--- src/rtl/spi_master_param.sv ---
// rtl/spi_master_param.sv - parametrised SPI master: width, divider, bit order, CPOL/CPHA, chip selects
module spi_master_param #(
    parameter int DATA_W    = 8,
    parameter int CLK_DIV   = 4,
    parameter int NUM_CS    = 1,
    parameter int LSB_FIRST = 0,
    localparam int CSW      = (NUM_CS > 1) ? $clog2(NUM_CS) : 1
) (
    input  logic              i_clk,
    input  logic              i_rst_n,
    input  logic              i_tx_valid,
    output logic              o_tx_ready,
    input  logic [DATA_W-1:0] i_tx_data,
    input  logic              i_cpol,
    input  logic              i_cpha,
    input  logic [CSW-1:0]    i_cs_sel,
    output logic              o_sclk,
    output logic              o_mosi,
    input  logic              i_miso,
    output logic [NUM_CS-1:0] o_cs_n,
    output logic              o_rx_valid,
    output logic [DATA_W-1:0] o_rx_data,
    output logic              o_busy
);

    localparam int DIV_W  = (CLK_DIV > 1) ? $clog2(CLK_DIV) : 1;
    localparam int HALF_W = $clog2(2 * DATA_W);
    localparam logic [DIV_W-1:0]  DIV_LAST  = DIV_W'(CLK_DIV - 1);
    localparam logic [HALF_W-1:0] HALF_LAST = HALF_W'(2 * DATA_W - 1);

    typedef enum logic [1:0] {S_IDLE, S_SETUP, S_XFER, S_HOLD} state_t;

    state_t              r_state;
    state_t              w_next;
    logic [DIV_W-1:0]    r_div;
    logic [HALF_W-1:0]   r_half;
    logic                r_cpha;
    logic                r_sclk;
    logic                r_mosi;
    logic [DATA_W-1:0]   r_tx_shift;
    logic [DATA_W-1:0]   r_rx_shift;
    logic [NUM_CS-1:0]   r_cs_n;
    logic                r_rx_valid;
    logic [DATA_W-1:0]   r_rx_data;
    logic [NUM_CS-1:0]   w_cs_dec;

    // Next bit to put on the line, given the remaining transmit word
    function automatic logic out_bit(input logic [DATA_W-1:0] d);
        return (LSB_FIRST != 0) ? d[0] : d[DATA_W-1];
    endfunction

    // Drop the bit just driven from the transmit word
    function automatic logic [DATA_W-1:0] tx_advance(input logic [DATA_W-1:0] d);
        return (LSB_FIRST != 0) ? (d >> 1) : (d << 1);
    endfunction

    // Insert a received bit so that the first bit on the wire lands at the correct end
    function automatic logic [DATA_W-1:0] rx_insert(input logic [DATA_W-1:0] d, input logic b);
        return (LSB_FIRST != 0) ? {b, d[DATA_W-1:1]} : {d[DATA_W-2:0], b};
    endfunction

    logic w_accept;
    logic w_div_done;
    logic w_edge;
    logic w_leading;
    logic w_trailing;
    logic w_last_half;
    logic w_shift_out;
    logic w_sample;
    logic w_done;

    assign w_accept    = i_tx_valid && (r_state == S_IDLE);
    assign w_div_done  = (r_div == DIV_LAST);
    assign w_edge      = (r_state == S_XFER) && w_div_done;
    assign w_leading   = w_edge && !r_half[0];
    assign w_trailing  = w_edge && r_half[0];
    assign w_last_half = (r_half == HALF_LAST);
    // cpha=0 pre-loads the first bit at accept, so it never shifts after the final bit
    assign w_shift_out = r_cpha ? w_leading : (w_trailing && !w_last_half);
    assign w_sample    = r_cpha ? w_trailing : w_leading;
    assign w_done      = (r_state == S_HOLD) && w_div_done;

    // Chip-select decode; an out-of-range selector leaves every line deasserted
    always_comb begin
        w_cs_dec = '1;
        for (int i = 0; i < NUM_CS; i++) begin
            if (i_cs_sel == CSW'(i)) begin
                w_cs_dec[i] = 1'b0;
            end
        end
    end

    // State register
    always_ff @(posedge i_clk or negedge i_rst_n) begin
        if (!i_rst_n) begin
            r_state <= S_IDLE;
        end else begin
            r_state <= w_next;
        end
    end

    // Next-state logic: each phase ends on a divider wrap
    always_comb begin
        w_next = r_state;
        case (r_state)
            S_IDLE:  if (w_accept) w_next = S_SETUP;
            S_SETUP: if (w_div_done) w_next = S_XFER;
            S_XFER:  if (w_div_done && w_last_half) w_next = S_HOLD;
            S_HOLD:  if (w_div_done) w_next = S_IDLE;
            default: w_next = S_IDLE;
        endcase
    end

    // FSM outputs: handshake and busy flag
    always_comb begin
        o_tx_ready = (r_state == S_IDLE);
        o_busy     = (r_state != S_IDLE);
    end

    // Half-period divider and half-period index within XFER
    always_ff @(posedge i_clk or negedge i_rst_n) begin
        if (!i_rst_n) begin
            r_div  <= '0;
            r_half <= '0;
        end else if (w_accept) begin
            r_div  <= '0;
            r_half <= '0;
        end else if (r_state != S_IDLE) begin
            r_div <= w_div_done ? '0 : r_div + 1'b1;
            if (w_edge) begin
                r_half <= r_half + 1'b1;
            end
        end
    end

    // Serial clock and shift registers for both directions
    always_ff @(posedge i_clk or negedge i_rst_n) begin
        if (!i_rst_n) begin
            r_cpha     <= 1'b0;
            r_sclk     <= 1'b0;
            r_mosi     <= 1'b0;
            r_tx_shift <= '0;
            r_rx_shift <= '0;
        end else if (w_accept) begin
            r_cpha     <= i_cpha;
            r_sclk     <= i_cpol;
            r_rx_shift <= '0;
            if (i_cpha) begin
                r_tx_shift <= i_tx_data;
            end else begin
                r_mosi     <= out_bit(i_tx_data);
                r_tx_shift <= tx_advance(i_tx_data);
            end
        end else begin
            if (w_edge) begin
                r_sclk <= !r_sclk;
            end
            if (w_shift_out) begin
                r_mosi     <= out_bit(r_tx_shift);
                r_tx_shift <= tx_advance(r_tx_shift);
            end
            if (w_sample) begin
                r_rx_shift <= rx_insert(r_rx_shift, i_miso);
            end
        end
    end

    // Chip selects and the completion pulse with the received word
    always_ff @(posedge i_clk or negedge i_rst_n) begin
        if (!i_rst_n) begin
            r_cs_n     <= '1;
            r_rx_valid <= 1'b0;
            r_rx_data  <= '0;
        end else begin
            r_rx_valid <= 1'b0;
            if (w_accept) begin
                r_cs_n <= w_cs_dec;
            end else if (w_done) begin
                r_cs_n     <= '1;
                r_rx_valid <= 1'b1;
                r_rx_data  <= r_rx_shift;
            end
        end
    end

    assign o_sclk     = r_sclk;
    assign o_mosi     = r_mosi;
    assign o_cs_n     = r_cs_n;
    assign o_rx_valid = r_rx_valid;
    assign o_rx_data  = r_rx_data;

endmodule

--- config.mk ---
export PLATFORM = sky130hd
export DESIGN_NAME = spi_master_param
export DESIGN_NICKNAME = d
export VERILOG_FILES = /design/src/rtl/spi_master_param.sv
export SDC_FILE = /design/constraint.sdc
export NUM_CORES = 1
export LEC_CHECK = 0
export CAP_MARGIN = 10
export CORE_MARGIN = 2
export CORE_UTILIZATION = 35
export DETAILED_ROUTE_END_ITERATION = 16
export GPL_ROUTABILITY_DRIVEN = 0
export HOLD_SLACK_MARGIN = 0.12
export PLACE_DENSITY_LB_ADDON = 0.05
export SYNTH_ARGS = -nofsm -noshare
export SYNTH_HDL_FRONTEND = slang
export SYNTH_SLANG_ARGS = --single-unit
--- constraint.sdc ---
create_clock -name i_clk -period 4.1 [get_ports i_clk]
set_input_delay 1.025 -clock i_clk [delete_from_list [all_inputs] [get_ports i_clk]]
set_output_delay 1.025 -clock i_clk [all_outputs]
set_load 0.005 [all_outputs]
; ---- After elaboration in Yosys (flattened, before gate mapping)
; Cells that the tools add are included.
[classes]
n_eq_ne = 10
reduce_logical = 21
muxes = 28
bitwise_logic = 1
addsub = 2
[ops]
columns = operator, n
row1 = $mux 8, 5
row2 = $mux 2, 7
row3 = $mux 1, 12
row4 = $mux 4, 3
row5 = $reduce_bool 2->1, 6
row6 = $pmux 2 s4, 1
row7 = $logic_and 1x1->1, 7
row8 = $eq 2x2->1 const B, 3
row9 = $ne 2x2->1 const B, 3
row10 = $reduce_and 2->1, 3
row11 = $add 4x1->4 const B, 1
row12 = $eq 4x4->1 const B, 1
row13 = $ne 2x1->1 const B, 2
row14 = $reduce_and 4->1, 1
row15 = $logic_not 1->1, 3
row16 = $add 2x1->2 const B, 1
row17 = $eq 2x1->1 const B, 1
row18 = $logic_not 2->1, 1
row19 = $not 1->1, 1
[totals]
out_inout_bits = 14
ff_bits = 37
elab_cells = 73

; ---- Logic depth before layout (Yosys ltp)
[logic_depth]
word_depth = 7
ltp_mapped = 8
depth_no_buf = 5

; ---- Least setup slack after synthesis
; No wires, ideal clock.
[synth_timing]
path_kind = input -> register
startpoint = in i_tx_valid
endpoint = reg r_tx_shift[1]
setup_ns = 0.125
path_buffers = 3
cell_stages = 6
path_slack_ns = 1.932
arrival_time_ns = 2.043
required_time_ns = 3.975
cell_sequence = buf_6 > and2_4 > buf_6 > a211o_1 > buf_6 > mux2_4
[synth_via]
elab_chain_cells = 2
word_cells_on_any_way = 3
classes_between = mux (1) / reduce/logical (2)
[synth_rtl]
columns = item, line
row1 = start: declaration, 11  ; input logic i_tx_valid,
row2 = $logic_and 1x1->1 (*), 72  ; assign w_accept = i_tx_valid && (r_state == S_IDLE);
row3 = $mux 8 or $reduce_bool 2->1 (tied branches), -
row4 = end signal: assignment, 149  ; r_tx_shift <= i_tx_data;
row5 = end signal: assignment, 152  ; r_tx_shift <= tx_advance(i_tx_data);
row6 = end signal: assignment, 160  ; r_tx_shift <= tx_advance(r_tx_shift);
row7 = end: declaration, 40  ; logic [DATA_W-1:0] r_tx_shift;
; Every way passes the cells marked *; elsewhere a longest branch is shown, timed or not.
; A chain may end at the register's enable or synchronous reset.

; ---- Worst setup path in the final report
[layout_timing]
startpoint = reg r_state[1]
endpoint = out o_busy
[layout_via]
elab_chain_cells = 1
[layout_rtl]
columns = item, line
row1 = start: declaration, 33  ; state_t r_state;
row2 = start signal: assignment, 98  ; r_state <= w_next;
row3 = $reduce_bool 2->1, 117  ; o_busy = (r_state != S_IDLE);
row4 = end: declaration, 23  ; output logic o_busy
; Every way passes these cells.

==> metrics.md <==
| Metric | Value |
|---|---|
| Run status | `complete, no violations` |
| Synth warn | `0` |
| NumNets Final | `213` |
| Fin area | `2331 µm²` |
| Largest net degree at the start of global routing | `38` |
| Worst reg-to-reg path cell count | `5` |
| Worst slew pin tran | `687.7 ps` |
| Pwr Total | `0.001588 W` |
| Internal | `0.001050 W` |
| DRT Wirelength | `3881 µm` |
| CP Depth | `4` |
| Delay-heaviest family, CP | `buffers and inverters` |
| Top post-synthesis cells by area | `dfrtp_1 47%, mux2_2 7.1%, mux2i_1 6.8%` |
| Ant diodes | `0` |
| Worst setup path category | `reg2out` |
| Commonest cells after routing, fill and taps aside | `36 x dfrtp_1, 28 x clkdlybuf4s50_1, 13 x nand2_1, 13 x mux2i_1, 12 x mux2_2` |
| Post-DP HPWL | `2651 µm` |
| Fill cells | `474` |
| Final setup viols | `0` |
| RSZ-0062 raised after global routing | `false` |
| Worst hold margin | `500.5 ps` |
| Hold Crit Depth | `2` |
| Hold Vio Cnt, Final | `0` |
| Reg2Reg Capture Point | `r_tx_shift[5]` |
| PortBufs | `28` |
| Gate power share | `42.2%` |
| Worst EP required | `3070 ps` |
| CP Launch Type | `flop` |
| CTS Buf Count | `5` |
| Vias per inst | `5.172` |
| Post CTS Setup Buffer Count | `0` |
| Placeable Area | `5172 µm²` |
| Maximum vdd drop | `0.0002886 V` |
| DR DRC count | `0` |
| Area growth, synth to finish | `22.16%` |
| Worst Path Arrival | `2090 ps` |
| Initial Util | `36.89%` |
| Number of synthesized register bits | `37` |
| Max-slew violations | `0` |
| Worst reg2reg setup slack | `1690 ps` |
| Die Y | `77.84 µm` |
| Layout cells sized above 1 | `16.15%` |
| Top cell type's share of synthesized area | `47.21%` |
| Sequential area share after synthesis | `48.59%` |
| Pwr per Cell Area | `681.4 nW/µm²` |
| Max Fclk | `320.6 MHz` |
| # rows | `26` |
| Initial antenna violation count | `0` |
| Syn avg cell area | `11.63 µm²` |
| Ports | `29` |
| Worst Hold Class | `reg2reg` |
| Full die area | `6058 µm²` |
| Worst-Skew Late Latency | `290 ps` |
| Most common cell on crit path | `inv_1` |
| Total gr overflow | `0` |
| Rel. slew slack | `54.00%` |
| Max-cap viol count | `0` |
| Syn_nets | `186` |
| Clock Skew | `8.525 ps` |
| Static leakage | `1.042 nW` |
| Unique masters post-synth | `38` |
| Vias in the first global route | `1389` |
| Switch share | `33.88%` |
| Min cycle time layout | `3119 ps` |
| CTS tree | `yes` |
| Post-DP Area | `2220 µm²` |
| Via Count | `1355` |
| Tot GR Track Use | `13.75%` |
| R2r startpoint | `r_state[1]` |
| WL/cell | `14.81 µm` |
| Worst Path Max Fanout | `19` |
| H-tree levels | `2` |
| Root Buffer | `clkbuf_8` |
| Buf/Inv on CP | `3` |
| Pre-antenna DRT Iters | `4` |
| Longest Clk Path Bufs | `2` |
| Area of the multi-input gates | `872.1 µm²` |
| Cell area after synthesis | `1908 µm²` |
| Total negative slack | `0 ps` |
| Clock sinks | `37` |
| Antenna Nets Post-Route | `0` |
| Hold Crit Start | `o_cs_n` |
| Worst-path clk slew | `80 ps` |
| Die Width | `77.84 µm` |
| Area leader, netlist | `dfrtp_1` |
| Crit path max-delay cell type | `ha_1` |
| Sequential power share | `38.0%` |
| CP cell instances | `inv_1, ha_1, inv_1, clkdlybuf4s50_1` |
| Hold-critical path endpoint | `o_cs_n` |
| Mapped Cells | `164` |
| Clk pwr share | `19.8%` |
| Post-CTS sizing | `0` |
| CP peak stage delay | `600 ps` |
| Sequential Area | `927.1 µm²` |
| First-pass GRT wire length | `6630 µm` |
| Worst setup EP type | `output pin` |
| Ratio of final minimum period to clock period | `76.07%` |
| Commonest non-fill, non-tap cell in the layout | `dfrtp_1` |
| Hold_buf cts | `0` |
| Post-layout util | `45.07%` |
| DR iter-0 viols | `43` |
| Sw power | `0.0005381 W` |
tightest hold or removal path, stage by stage, from the launching register on:
cell	delay [ps]
dfstp_2	380
nand2_1	50
nand3b_1	70
registers in the layout (all words and copies together), names as in the netlist, 2 cells and up:
name / flops
r_state: 2
o_rx_data: 8
r_rx_shift: 8
r_tx_shift: 8
r_half: 4
r_div: 2
synthesized netlist by cell type (all sizes together):
| library cell | n |
|---|---|
| a2111oi | 2 |
| a211o | 1 |
| a211oi | 1 |
| a21o | 2 |
| a21oi | 11 |
| a22o | 2 |
| a31oi | 1 |
| and2 | 2 |
| and3 | 1 |
| and4b | 2 |
| buf | 7 |
| clkbuf | 3 |
| dfrtp | 36 |
| dfstp | 1 |
| ha | 7 |
| inv | 10 |
| mux2 | 17 |
| mux2i | 13 |
| nand2 | 13 |
| nand3 | 4 |
| nand3b | 1 |
| nand4 | 1 |
| nor2 | 2 |
| nor2b | 3 |
| o211ai | 4 |
| o21ai | 4 |
| o31ai | 4 |
| o32a | 1 |
| o41ai | 4 |
| or2 | 1 |
| or4 | 1 |
| xnor2 | 1 |
| xor2 | 1 |
power groups by stage:
stage / registers, W / logic, W / clock network, W
finish: 0.000604 / 0.000670 / 0.000314
global placement: 0.000607 / 0.000656 / 0
floorplan: 0.000591 / 0.000478 / 0
global route: 0.000622 / 0.000749 / 0.000345
detailed placement: 0.000611 / 0.000678 / 0
CTS: 0.000605 / 0.000680 / 0.000328
how the worst max path moves through the flow:
| stage | from | endpoint |
|---|---|---|
| after global placement | i_tx_valid | r_tx_shift[3] |
| after floorplan | i_tx_valid | r_tx_shift[1] |
| after detailed placement | i_tx_valid | r_tx_shift[2] |
| after CTS | r_state[1] | o_busy |
| after global routing | r_state[1] | o_busy |
| final | r_state[1] | o_busy |
logic make-up after synthesis:
group	Yosys count	share of synthesized area, %
buffers and inverters	20	5.705
adders and majority gates	7	4.590
and+or+nand+nor	31	8.592
muxes	30	17.84
xor gates and xnor gates	2	0.9182
DFF	37	48.59
AOI/OAI and AO/OA	37	13.77
layout make-up:
| class | instances | share of cell area, % |
|---|---|---|
| well taps | 70 | 3.757 |
| clock buffers | 6 | 3.113 |
| clock inverters | 2 | 1.664 |
| multi-input cells | 107 | 37.41 |
| inverters | 10 | 1.610 |
| flip-flops and latches | 37 | 39.77 |
| repair buffers | 30 | 12.67 |
layer usage:
metal	share of wire [%]	track usage [%]	vias up
met2	45	21.12	23
li1	-	-	647
met1	49	18.38	679
met3	3.7	4.070	6
met4	1.5	4.821	0
met5	0	0	-
stage by stage:
step,instances,worst slack [ps]
finish,262,980.9
global route,262,827.0
CTS,262,947.0
detailed placement,254,1110
global placement,254,1201
floorplan,164,1932
(Power assumes the default switching activity.)
==> edit: new RTL, same settings <==
`NUM_CS`: 1 -> 2.
--- a/src/rtl/spi_master_param.sv
+++ b/src/rtl/spi_master_param.sv
@@ -4,3 +4,3 @@
     parameter int CLK_DIV   = 4,
-    parameter int NUM_CS    = 1,
+    parameter int NUM_CS    = 2,
     parameter int LSB_FIRST = 0,
Ports: changed (resized o_cs_n); port bits go from 29 to 30. The function was not compared with the original's and may differ.
==> edit against the unedited design <==
Setup slack better by 0.32 ns. Sequential cell count is 1 higher. Area after synthesis is 1.8% higher. Die area is 1.7% higher. Cell area is 2.5% higher. Via count is 1.9% lower. Highest routed layer unchanged. Routed wire length is 0.98% higher. Total power is 4.1% higher.
==> edit: results (changes against the unedited design) <==
[metrics] Max stage delay cell, worst path: clkdlybuf4s50_1
[metrics] number of antenna violations at the first check in global routing: 0 (unchanged)
[metrics] number of buffers on the longest clock path: 2 (unchanged)
[metrics] fraction of final layout cells with drive strength greater than 1: 16.8% (+0.69 points)
[metrics] post-CTS sizing: 0 (unchanged)
[metrics] dominant register cell in the synthesized netlist: dfrtp_1
[metrics] post-synthesis net count: 188 (+1.1%)
[metrics] number of synthesis warnings: 0 (unchanged)
[metrics] number of design-rule violations left by the first detailed-router iteration: 86 (+100%)
[metrics] clk_lat worst skew: 0.29 ns (about the same)
[metrics] global-route wire length before repair: 6910 µm (+4.2%)
[metrics] stage delay of the slowest cell on the critical path: 0.50 ns (-0.10 ns)
[metrics] relative slew slack: 53.0% (-0.99 points)
[metrics] post-synthesis async set-or-reset flop share: 100% (unchanged)
[metrics] number of cells in the finished layout apart from fillers: 268 (+2.3%)
[metrics] Worst-path clk slew: 0.08 ns (about the same)
[metrics] Min-Delay Path Depth: 1 (-1)
[metrics] HPWL reported at the end of detailed placement: 2770 µm (+4.4%)
[metrics] total of max-cap violations: 0 (unchanged)
[metrics] Clock Skews: 0.00656 ns (-0.00196 ns)
[metrics] H-tree depth: 2 (unchanged)
[metrics] via count of the first global-routing pass: 1367 (-1.6%)
[metrics] share of the yosys chip area belonging to registers: 49.1% (+0.51 points)
[metrics] TritonCTS buffer count: 5 (unchanged)
[metrics] end of the worst register-to-register path: o_rx_data[1]
[metrics] commonest cells in the netlist: 36 x dfrtp_1, 13 x a21oi_1, 13 x mux2i_1, 12 x mux2_2, 11 x nand2_1
[metrics] worst hold path endpoint: o_rx_data[3]
[metrics] origin of the critical flop-to-flop path: r_state[0]
[metrics] routed vias: 1329 (-1.9%)
[metrics] Worst R2R Setup Slack: 1.97 ns (+0.28 ns)
[metrics] Distinct cells, synth: 37 (-2.6%)
[metrics] PortBufs: 29 (+3.6%)
[metrics] CP delay by family, top: buffers and inverters
[metrics] Detailed Route WL: 3920 µm (+0.98%)
[metrics] leak pwr: 0.00107 µW (+2.7%)
[metrics] antenna violation net count after detailed routing: 0 (unchanged)
[metrics] Clock Tree Root: clkbuf_8
[metrics] placed cells: 260 (+2.4%)
[metrics] highest fanout seen on the critical path: 18 (-1)
[metrics] first-pass detailed-route iteration total: 4 (unchanged)
[metrics] number of nets in the finished design: 217 (+1.9%)
[metrics] maximum number of pins on one net before global-route repair: 39 (+2.6%)
[metrics] min-delay src: o_rx_data[3]
[metrics] all-layer global routing usage: 14.2% (+0.41 points)
[metrics] largest cells by area after synthesis: dfrtp_1 46%, mux2_2 7.0%, mux2i_1 6.7%
[metrics] synthesized instance count: 166 (+1.2%)
[metrics] number of antenna diodes: 0 (unchanged)
[metrics] buffers inserted by post-CTS timing repair: 0 (unchanged)
[metrics] largest vdd supply drop: 207 µV (-28%)
[metrics] result of the run: finished, final reports clean
[metrics] number of cells traversed by the worst register-to-register path: 7 (+2)
[metrics] worst min-delay path class: flip-flop to flip-flop
edit: cell count changes after synthesis, sizes merged:
| cell | before | now |
|---|---|---|
| a21oi | 11 | 13 |
| dfstp | 1 | 2 |
| nand3b | 1 | 0 |
| nor2 | 2 | 3 |
| a211o | 1 | 2 |
| nand2 | 13 | 11 |
edit: final cells by class:
type                            count  area (µm²)
Multi-Input combinational cell    108         880
Inverter                           10        37.5
Sequential cell                    38         953
Timing Repair Buffer               32         313
Tap cell                           72        90.1
Fill cell                         512        3050
Clock buffer                        7        86.3
Clock inverter                      1        30.0
edit: kinds of logic after synthesis:
group	count (synthesis)	share of synthesized area [%]
buf+inv	20	5.61
fa+ha+maj	7	4.51
xor+xnor	2	0.902
mux	30	17.5
simple gates	29	7.86
flops	38	49.1
compound gates	40	14.5
edit: power by group:
part | switching, µW | internal [µW] | leakage [µW] | total [µW]
registers | 99.8 | 527 | 0.000489 | 627
logic | 316 | 375 | 0.000523 | 692
clock network | 136 | 198 | 0.0000585 | 335
edit: worst max-delay path by stage:
stage,start,endpoint,slack (ns),cells after the start
floorplan,i_tx_valid,r_tx_shift[1],1.94,6
global placement,i_tx_valid,r_tx_shift[5],1.20,4
detailed placement,i_tx_valid,r_tx_shift[2],1.14,4
CTS,r_state[0],o_busy,1.28,5
global route,r_state[0],o_busy,1.19,5
finish,r_state[0],o_busy,1.30,5
edit: worst register-to-register path, stage by stage (launching register included):
cell	delay, ns
dfrtp_1	0.40
inv_1	0.07
ha_1	0.21
buf_4	0.20
nand2_1	0.08
buf_4	0.21
and3_1	0.46
mux2_2	0.39
edit: stage by stage:
stage | utilization (%) | setup WS (ns) | total power (µW) | hold slack (ns) | instance area, µm²
after global placement | 41.8 | 1.20 | 1310 | 0.490 | 2270
final | 43.9 | 1.30 | 1650 | 0.510 | 2390
after global routing | 43.9 | 1.19 | 1790 | 0.534 | 2390
after CTS | 43.9 | 1.28 | 1680 | 0.514 | 2390
after floorplan | - | 1.94 | 1100 | 0.479 | 1940
after detailed placement | 41.8 | 1.14 | 1340 | 0.495 | 2270
edit: routing by layer:
metal | vias up | routed length, µm | GRT usage, %
li1 | 664 | - | -
met1 | 628 | 1990 | 20.7
met2 | 32 | 1700 | 20.5
met3 | 5 | 176 | 3.33
met4 | 0 | 48 | 4.74
met5 | - | 0 | 0
